--- config.mk ---
export PLATFORM = sky130hd
export DESIGN_NAME = therm_ramp_decoder
export DESIGN_NICKNAME = d
export VERILOG_FILES = /design/src/rtl/therm_pkg.sv /design/src/rtl/therm_decode.sv /design/src/rtl/therm_ramp_decoder.sv
export SDC_FILE = /design/constraint.sdc
export NUM_CORES = 1
export LEC_CHECK = 0
export ABC_AREA = 0
export CELL_PAD_IN_SITES_DETAIL_PLACEMENT = 1
export CELL_PAD_IN_SITES_GLOBAL_PLACEMENT = 1
export CORE_AREA = 2 2 60 62
export CTS_BUF_LIST = sky130_fd_sc_hd__clkbuf_2 sky130_fd_sc_hd__clkbuf_4 sky130_fd_sc_hd__clkbuf_8
export DETAILED_ROUTE_END_ITERATION = 10
export DIE_AREA = 0 0 62 64
export HOLD_SLACK_MARGIN = 0.08
export PLACE_DENSITY = 0.82
export SLEW_MARGIN = 20
export SYNTH_ARGS = -nofsm -noshare
export SYNTH_HDL_FRONTEND = slang
export SYNTH_SLANG_ARGS = --single-unit
--- constraint.sdc ---
create_clock -name clk -period 2.9 [get_ports clk]
set_input_delay 0.58 -clock clk [delete_from_list [all_inputs] [get_ports clk]]
set_output_delay 0.58 -clock clk [all_outputs]
set_load 0.02 [all_outputs]
--- src/rtl/therm_pkg.sv ---
// therm_pkg: shared sizes and FSM state encoding for the thermometer ramp decoder
package therm_pkg;
    localparam int N_LINES = 15;
    localparam int CNT_W = 4;
    typedef enum logic [1:0] {IDLE, UP, DOWN, DONE} ramp_state_t;
endpackage

--- src/rtl/therm_decode.sv ---
// therm_decode: combinational count to thermometer conversion, therm[i] = (i < count)
// ports: count (W-bit population count in), therm (N-bit thermometer out)
module therm_decode #(
    parameter int N = 15,
    parameter int W = 4
) (
    input  logic [W-1:0] count,
    output logic [N-1:0] therm
);
    for (genvar g = 0; g < N; g++) begin : gen_bit
        assign therm[g] = count > W'(g);
    end
endmodule

--- src/rtl/therm_ramp_decoder.sv ---
// therm_ramp_decoder: accepts a target count and ramps a thermometer bank toward it one line per clock
// ports: clk, rst (async, active-high); in_valid/in_ready/code handshake for the target;
//        lines (registered thermometer), count (lines currently high), busy (ramping), done (one-cycle pulse)
module therm_ramp_decoder
    import therm_pkg::*;
#(
    parameter int N = N_LINES,
    parameter int W = CNT_W
) (
    input  logic         clk,
    input  logic         rst,
    input  logic         in_valid,
    output logic         in_ready,
    input  logic [W-1:0] code,
    output logic [N-1:0] lines,
    output logic [W-1:0] count,
    output logic         busy,
    output logic         done
);
    localparam logic [W:0] MAX = (W+1)'(N);
    ramp_state_t state, state_n;
    logic [W-1:0] target, target_n, count_n, code_sat;
    logic [W:0] code_x;
    logic [N-1:0] lines_n;
    // compare in one extra bit so the clamp stays meaningful when N < 2**W - 1
    assign code_x = {1'b0, code};
    assign code_sat = code_x > MAX ? W'(N) : code;
    always_comb begin
        state_n = state;
        target_n = target;
        count_n = count;
        case (state)
            IDLE: if (in_valid) begin
                target_n = code_sat;
                state_n = code_sat > count ? UP : code_sat < count ? DOWN : DONE;
            end
            UP: begin
                count_n = count + 1'b1;
                state_n = count_n == target ? DONE : UP;
            end
            DOWN: begin
                count_n = count - 1'b1;
                state_n = count_n == target ? DONE : DOWN;
            end
            default: state_n = IDLE;
        endcase
    end
    // lines is the registered decode of the next count, so it can never hold a non-thermometer pattern
    therm_decode #(.N(N), .W(W)) u_dec (.count(count_n), .therm(lines_n));
    always_ff @(posedge clk or posedge rst) begin
        if (rst) begin
            state <= IDLE;
            target <= '0;
            count <= '0;
            lines <= '0;
        end else begin
            state <= state_n;
            target <= target_n;
            count <= count_n;
            lines <= lines_n;
        end
    end
    assign in_ready = state == IDLE;
    assign busy = state == UP || state == DOWN;
    assign done = state == DONE;
endmodule

# [Word level (Yosys, flattened, before mapping)]
# Index checks and enable logic that the tools add are counted.
[totals] regBits=25 inputBits=7 output_inout_bits=22 word_cells=41
[op_classes] add_sub_neg=2 n_lt_le_gt_ge=18 eq_ne=6 n_mux=8 n_reduce_logical=3
[ops] op="> comparator 4 bit (second input constant)" n=8
[ops] op="> comparator 4 x 3 -> 1 bit (second input constant)" n=4
[ops] op="== test 4 bit" n=2
[ops] op="> comparator 4 x 1 -> 1 bit (second input constant)" n=2
[ops] op="> comparator 4 x 2 -> 1 bit (second input constant)" n=2
[ops] op="case mux 4 bit (2 select lines)" n=1
[ops] op="two-way mux 2 bit" n=3
[ops] op="case mux 2 bit (3 select lines)" n=1
[ops] op="adder 4 x 1 -> 4 bit (second input constant)" n=1
[ops] op="== test 2 bit (second input constant)" n=2
[ops] op="> comparator 4 bit" n=1
[ops] op="less-than comparator 4 bit" n=1
[ops] op="two-way mux 4 bit" n=1
[ops] op="subtractor 4 x 1 -> 4 bit (second input constant)" n=1
[ops] op="== test 2 x 1 -> 1 bit (second input constant)" n=1
[ops] op="zero test 2 bit" n=1
[ops] op="two-way mux 1 bit" n=2
[ops] op="!= test 2 bit (second input constant)" n=1
[ops] op="AND reduction 2 bit" n=1
[ops] op="logical OR 1 bit" n=1

# [Longest topological paths before layout]
[logic_depth] ltp_word=7 mapped_depth=8 mapped_depth_nobuf=8

# [Modules after synthesis]
# A second synthesis with hierarchy kept.
[unflattened] hier_cells=121 hier_area_um2=1287.5
[modules_own_cells] module="therm_ramp_decoder" n_inst=1 cells_each=97 area_each_um2=1147.4 seq_area_each_um2=625.6
[modules_own_cells] module="therm_decode" n_inst=1 cells_each=24 area_each_um2=140.1 seq_area_each_um2=0.0

# [Least setup slack after synthesis]
# OpenSTA, ideal clock, no wires.
[synth_path] kind="reg-to-reg" from="register state[0]" to="register lines[6]" setup_time_ns=0.147 t_arrival_ns=2.226 required_time_ns=2.753 path_slack_ns=0.526 path_stages_with_launch=8 path_buffers=1 synth_period_minus_slack_ns=2.374 path_cell_list="dfrtp_1 -> inv_1 -> ha_1 -> and2b_1 -> mux2_2 -> a222oi_1 -> buf_6 -> o31ai_1"
[synth_via] elab_chain_len=3 elab_cells_between_ends=4 cone_classes="1 x order compare; 2 x eq/ne; 1 x mux"
[synth_rtl] item="start: declaration" line="therm_ramp_decoder.sv:21" rtl="ramp_state_t state, state_n;"
[synth_rtl] item="start signal: assignment" line="therm_ramp_decoder.sv:57" rtl="state <= state_n;"
[synth_rtl] item="== test 2 bit / == test 2 x 1 -> 1 bit (equally long branches)" line="therm_ramp_decoder.sv:32" rtl="case (state)"
[synth_rtl] item="case mux 4 bit (2 select lines) (*)" line="therm_ramp_decoder.sv:32"
[synth_rtl] item="> comparator 4 x 3 -> 1 bit (*)" line="therm_decode.sv:11" rtl="assign therm[g] = count > W'(g);"
[synth_rtl] item="net lines_n[6]" line="therm_ramp_decoder.sv:24" rtl="logic [N-1:0] lines_n;"
[synth_rtl] item="end signal: assignment" line="therm_ramp_decoder.sv:60" rtl="lines <= lines_n;"
[synth_rtl] item="end: declaration" line="therm_ramp_decoder.sv:15" rtl="output logic [N-1:0] lines,"
# The timed path passes the listed nets; every way through them passes the cells marked *.
# A chain may end at the register's enable or synchronous reset.

# [Worst setup path after layout]
[layout_path] from="register state[0]" to="output busy"
[layout_via] elab_chain_len=2 elab_cells_between_ends=3 cone_classes="2 x eq/ne; 1 x reduce/logical"
[layout_rtl] item="== test 2 x 1 -> 1 bit / == test 2 bit (equally long branches)" line="therm_ramp_decoder.sv:64" rtl="assign busy = state == UP || state == DOWN;"
[layout_rtl] item="logical OR 1 bit (*)" line="therm_ramp_decoder.sv:64"
[layout_rtl] item="end: declaration" line="therm_ramp_decoder.sv:17" rtl="output logic busy,"
# Every way passes the cells marked *; elsewhere a longest branch is shown, timed or not.

==> out/qor.csv <==
stage,metric,value,unit
global_route,gr-usage-all-layers,16.50,%
cells_and_area,syn2layout_area_growth,28.04,%
sta,slew_viol_final,0,
setup_path,critPathMaxStageDelay,650,ps
floorplan,die_x,62,um
floorplan,rows,21,
setup_path,crit_start,state[0]$_DFFE_PP0P_,
yosys,synth-seq-area-share,48.69,%
detailed_routing,drt-initial-drc-count,43,
sta,setup_viol,0,
sta,rsz0062_at_grt,false,
clock_network,clkTransAtPathRegs,130,ps
setup_path,crit_required,2320,ps
sta,tightest_slew,381.9,ps
placed_design,numPlacedInstances,196,
yosys,synthFlopType,dfrtp_1,
setup_path,end_kind,primary output,
yosys,avgSynthCellArea,10.53,sq um
setup_path,path_max_fanout,8,
power_and_ir_drop,p_switching,969.1,uW
setup_path,crit_family,buffers and inverters,
setup_path,reg2reg_from,state[0]$_DFFE_PP0P_,
setup_path,worstPathArrival,1870,ps
sta,final.hold.worst_slack,545.4,ps
yosys,synth_cell_types,31,
job,cap_violations,0,
setup_path,crit_buf_inv,2,
yosys,synth_edf_count,0,
power_and_ir_drop,p_sw_share,46.37,%
global_route,grt_pass1_vias,1084,
detailed_routing,wl_met3,133,um
yosys,async_reset_ff_share,100.0,%
cells_and_area,num-fill-cells,383,
power_and_ir_drop,pwr_density_cell,1270,nW/um^2
sta,max_freq,408.9,MHz
placed_design,dpl-instance-area,1618,sq um
placed_design,place_hpwl,2243,um
power_and_ir_drop,seq_power_share,28.7,%
sta,period_needed,2446,ps
yosys,ys_warn_count,0,
worst_hold_path,min_path_type,reg2reg,
yosys,netlist_area,1285,sq um
detailed_routing,drt-total-wl,2902,um
clock_network,cts_root_buffer,clkbuf_4,
clock_network,holdBufCountCts,0,
detailed_routing,firstDrtPassIters,4,
detailed_routing,postRouteAntennaNets,0,
detailed_routing,vias,1000,
sta,setup_slack,454.4,ps
cells_and_area,fin_area,1645,sq um
cells_and_area,num_antenna_cells,0,
outcome,outcome,"finished, final reports clean",
floorplan,core-area,3284,sq um
power_and_ir_drop,combinationalPowerShare,64.0,%
global_route,antenna_found_initial,0,
sta,slew_headroom,74.34,%
clock_network,cts_setup_buffers,0,
global_route,overflow,0,
sta,skew,1.566,ps
clock_network,cts_resized,0,
clock_network,cts.sinks,25,
floorplan,die-area,3968,sq um
cells_and_area,drive_gt1_share,9.740,%
setup_path,path_cells,"inv_1, ha_1, clkdlybuf4s50_1",
sta,hold_viol_final,0,
clock_network,clk_latency,310,ps
detailed_routing,viasPerCell,5.000,
yosys,syn_nets,139,
placed_design,place_ws,701.3,ps
power_and_ir_drop,intPower,1.121,mW
yosys,synthCells,122,
placed_design,place.port_buffers,28,
clock_network,cts.htree.levels,1,
sta,setup_tns,0,ps
clock_network,cts_buffers,3,
detailed_routing,wl_per_cell,14.51,um
setup_path,crit_slowest_cell,clkdlybuf4s50_1,
cells_and_area,nets,172,
floorplan,boundaryPins,29,
power_and_ir_drop,vdd_drop_max,615.3,uV
cells_and_area,stdcell_count,200,
global_route,grt_first_pass_wirelength,5037,um
floorplan,start_util,39.12,%
clock_network,cts_tree,built,
power_and_ir_drop,power_leakage,0.7897,nW
detailed_routing,wl_met2,1506,um
worst_hold_path,holdCritStartpoint,target[1]$_DFFE_PP0P_,
yosys,synth_seq_cells,25,
global_route,grt_max_degree,26,
setup_path,crit_type,reg2out,
clock_network,clock_path_buffers,2,
sta,min_period_over_period,84.33,%
detailed_routing,drc,0,
power_and_ir_drop,clkPwrFrac,7.3,%
floorplan,die_h,64,um
detailed_routing,m1WireLength,1244,um
setup_path,startpoint_type,flip-flop,
detailed_routing,top_layer_used,met4,
placed_design,gp_congestion,0.8019,
-- Yosys cell counts (2+ instances only) --
library cell	count	share of area, %
nand3_2	2	1.6
buf_6	2	1.8
xor2_1	5	3.4
xnor2_1	3	2.0
nand2b_1	2	0.97
a21oi_1	6	2.3
a31oi_1	2	0.97
mux2_2	6	5.3
o21ai_0	7	2.7
ha_1	10	9.7
o21ai_1	2	0.78
and3_1	2	0.97
nand4_1	2	0.97
nor2_1	6	1.8
dfrtp_1	25	49
nand2_1	6	1.8
inv_1	18	5.3
nor3_1	3	1.2
-- power by group through the flow --
stage,sequential (mW),combinational (mW),clock [mW]
2_1_floorplan,0.700,0.828,0
3_3_place_gp,0.595,1.28,0
3_5_place_dp,0.605,1.35,0
4_1_cts,0.600,1.36,0.157
5_1_grt,0.619,1.49,0.174
6_report,0.599,1.34,0.153
-- registers in the layout, indices dropped and copies added (netlist names) --
name	cells
lines	15
count	4
target	4
state	2
-- cells in the final DEF, fill, tap and decap left out, drive strengths merged --
cell type | synthesis | layout
clkdlybuf4s50 | 0 | 28
dfrtp | 25 | 25
inv | 18 | 18
ha | 10 | 10
o21ai | 9 | 9
nand2 | 6 | 6
mux2 | 6 | 6
nor2 | 6 | 6
a21oi | 6 | 6
xor2 | 5 | 5
nor3 | 3 | 3
xnor2 | 3 | 3
clkbuf | 0 | 3
buf | 3 | 3
nand3 | 3 | 3
and3 | 2 | 2
nand4 | 2 | 2
a31oi | 2 | 2
nand2b | 2 | 2
nor2b | 1 | 1
a221oi | 1 | 1
mux2i | 1 | 1
a21o | 1 | 1
and2b | 1 | 1
a222oi | 1 | 1
o31ai | 1 | 1
nor4 | 1 | 1
o311ai | 1 | 1
and4 | 1 | 1
o311a | 1 | 1
clkinv | 0 | 1
-- routing by layer --
metal | up-vias | track usage [%]
met1 | 501 | 21.76
met3 | 2 | 3.846
met5 | - | 0
met4 | 0 | 2.394
met2 | 23 | 27.60
li1 | 474 | -
-- through the flow --
step / util [%] / total power, mW
global placement: 49.26 / 1.879
finish: 50.10 / 2.090
CTS: 50.10 / 2.114
global route: 50.10 / 2.285
detailed placement: 49.26 / 1.951
floorplan: - / 1.528
-- final cells by class --
type	count	area [sq um]	share of cell area [%]
flip-flops and latches	25	625.6	38.02
clock buffers	3	22.52	1.369
inverters	18	67.56	4.106
repair buffers	31	302.8	18.40
multi-input cells	76	564.3	34.30
well taps	46	57.56	3.498
clock inverters	1	5.005	0.3042
-- worst reg2reg max path, delay by kind of cell (launching register included) --
| family | cells | cell delay, ps |
|---|---|---|
| simple gates | 2 | 330 |
| compound gates | 1 | 280 |
| buf+inv | 2 | 360 |
| mux | 1 | 260 |
| flops | 1 | 420 |
| fa+ha+maj | 1 | 390 |
-- cell families (layout without fill, tap and decap cells) --
logic type               after synthesis  count (layout)  synth area share (%)
buffers and inverters                 21              53                 7.399
multiplexers                           7               7                 6.037
AND/OR/NAND/NOR                       28              28                 11.78
adder cells (fa/ha/maj)               10              10                 9.737
XOR/XNOR                               8               8                 5.453
AO/OA/AOI/OAI                         23              23                 10.91
flip-flops                            25              25                 48.69
-- final timing paths --
kind | cells past startpoint | slack [ps] | to
max | 3 | 450 | busy
min | 1 | 550 | target[1]$_DFFE_PP0P_
max reg2reg | 7 | 750 | lines[0]$_DFF_PP0_
min reg2reg | 1 | 550 | target[1]$_DFFE_PP0P_
max in group asynchronous | 3 | 2060 | state[0]$_DFFE_PP0P_
min in group asynchronous | 3 | 600 | target[3]$_DFFE_PP0P_
Power figures use the tool's default switching activity.
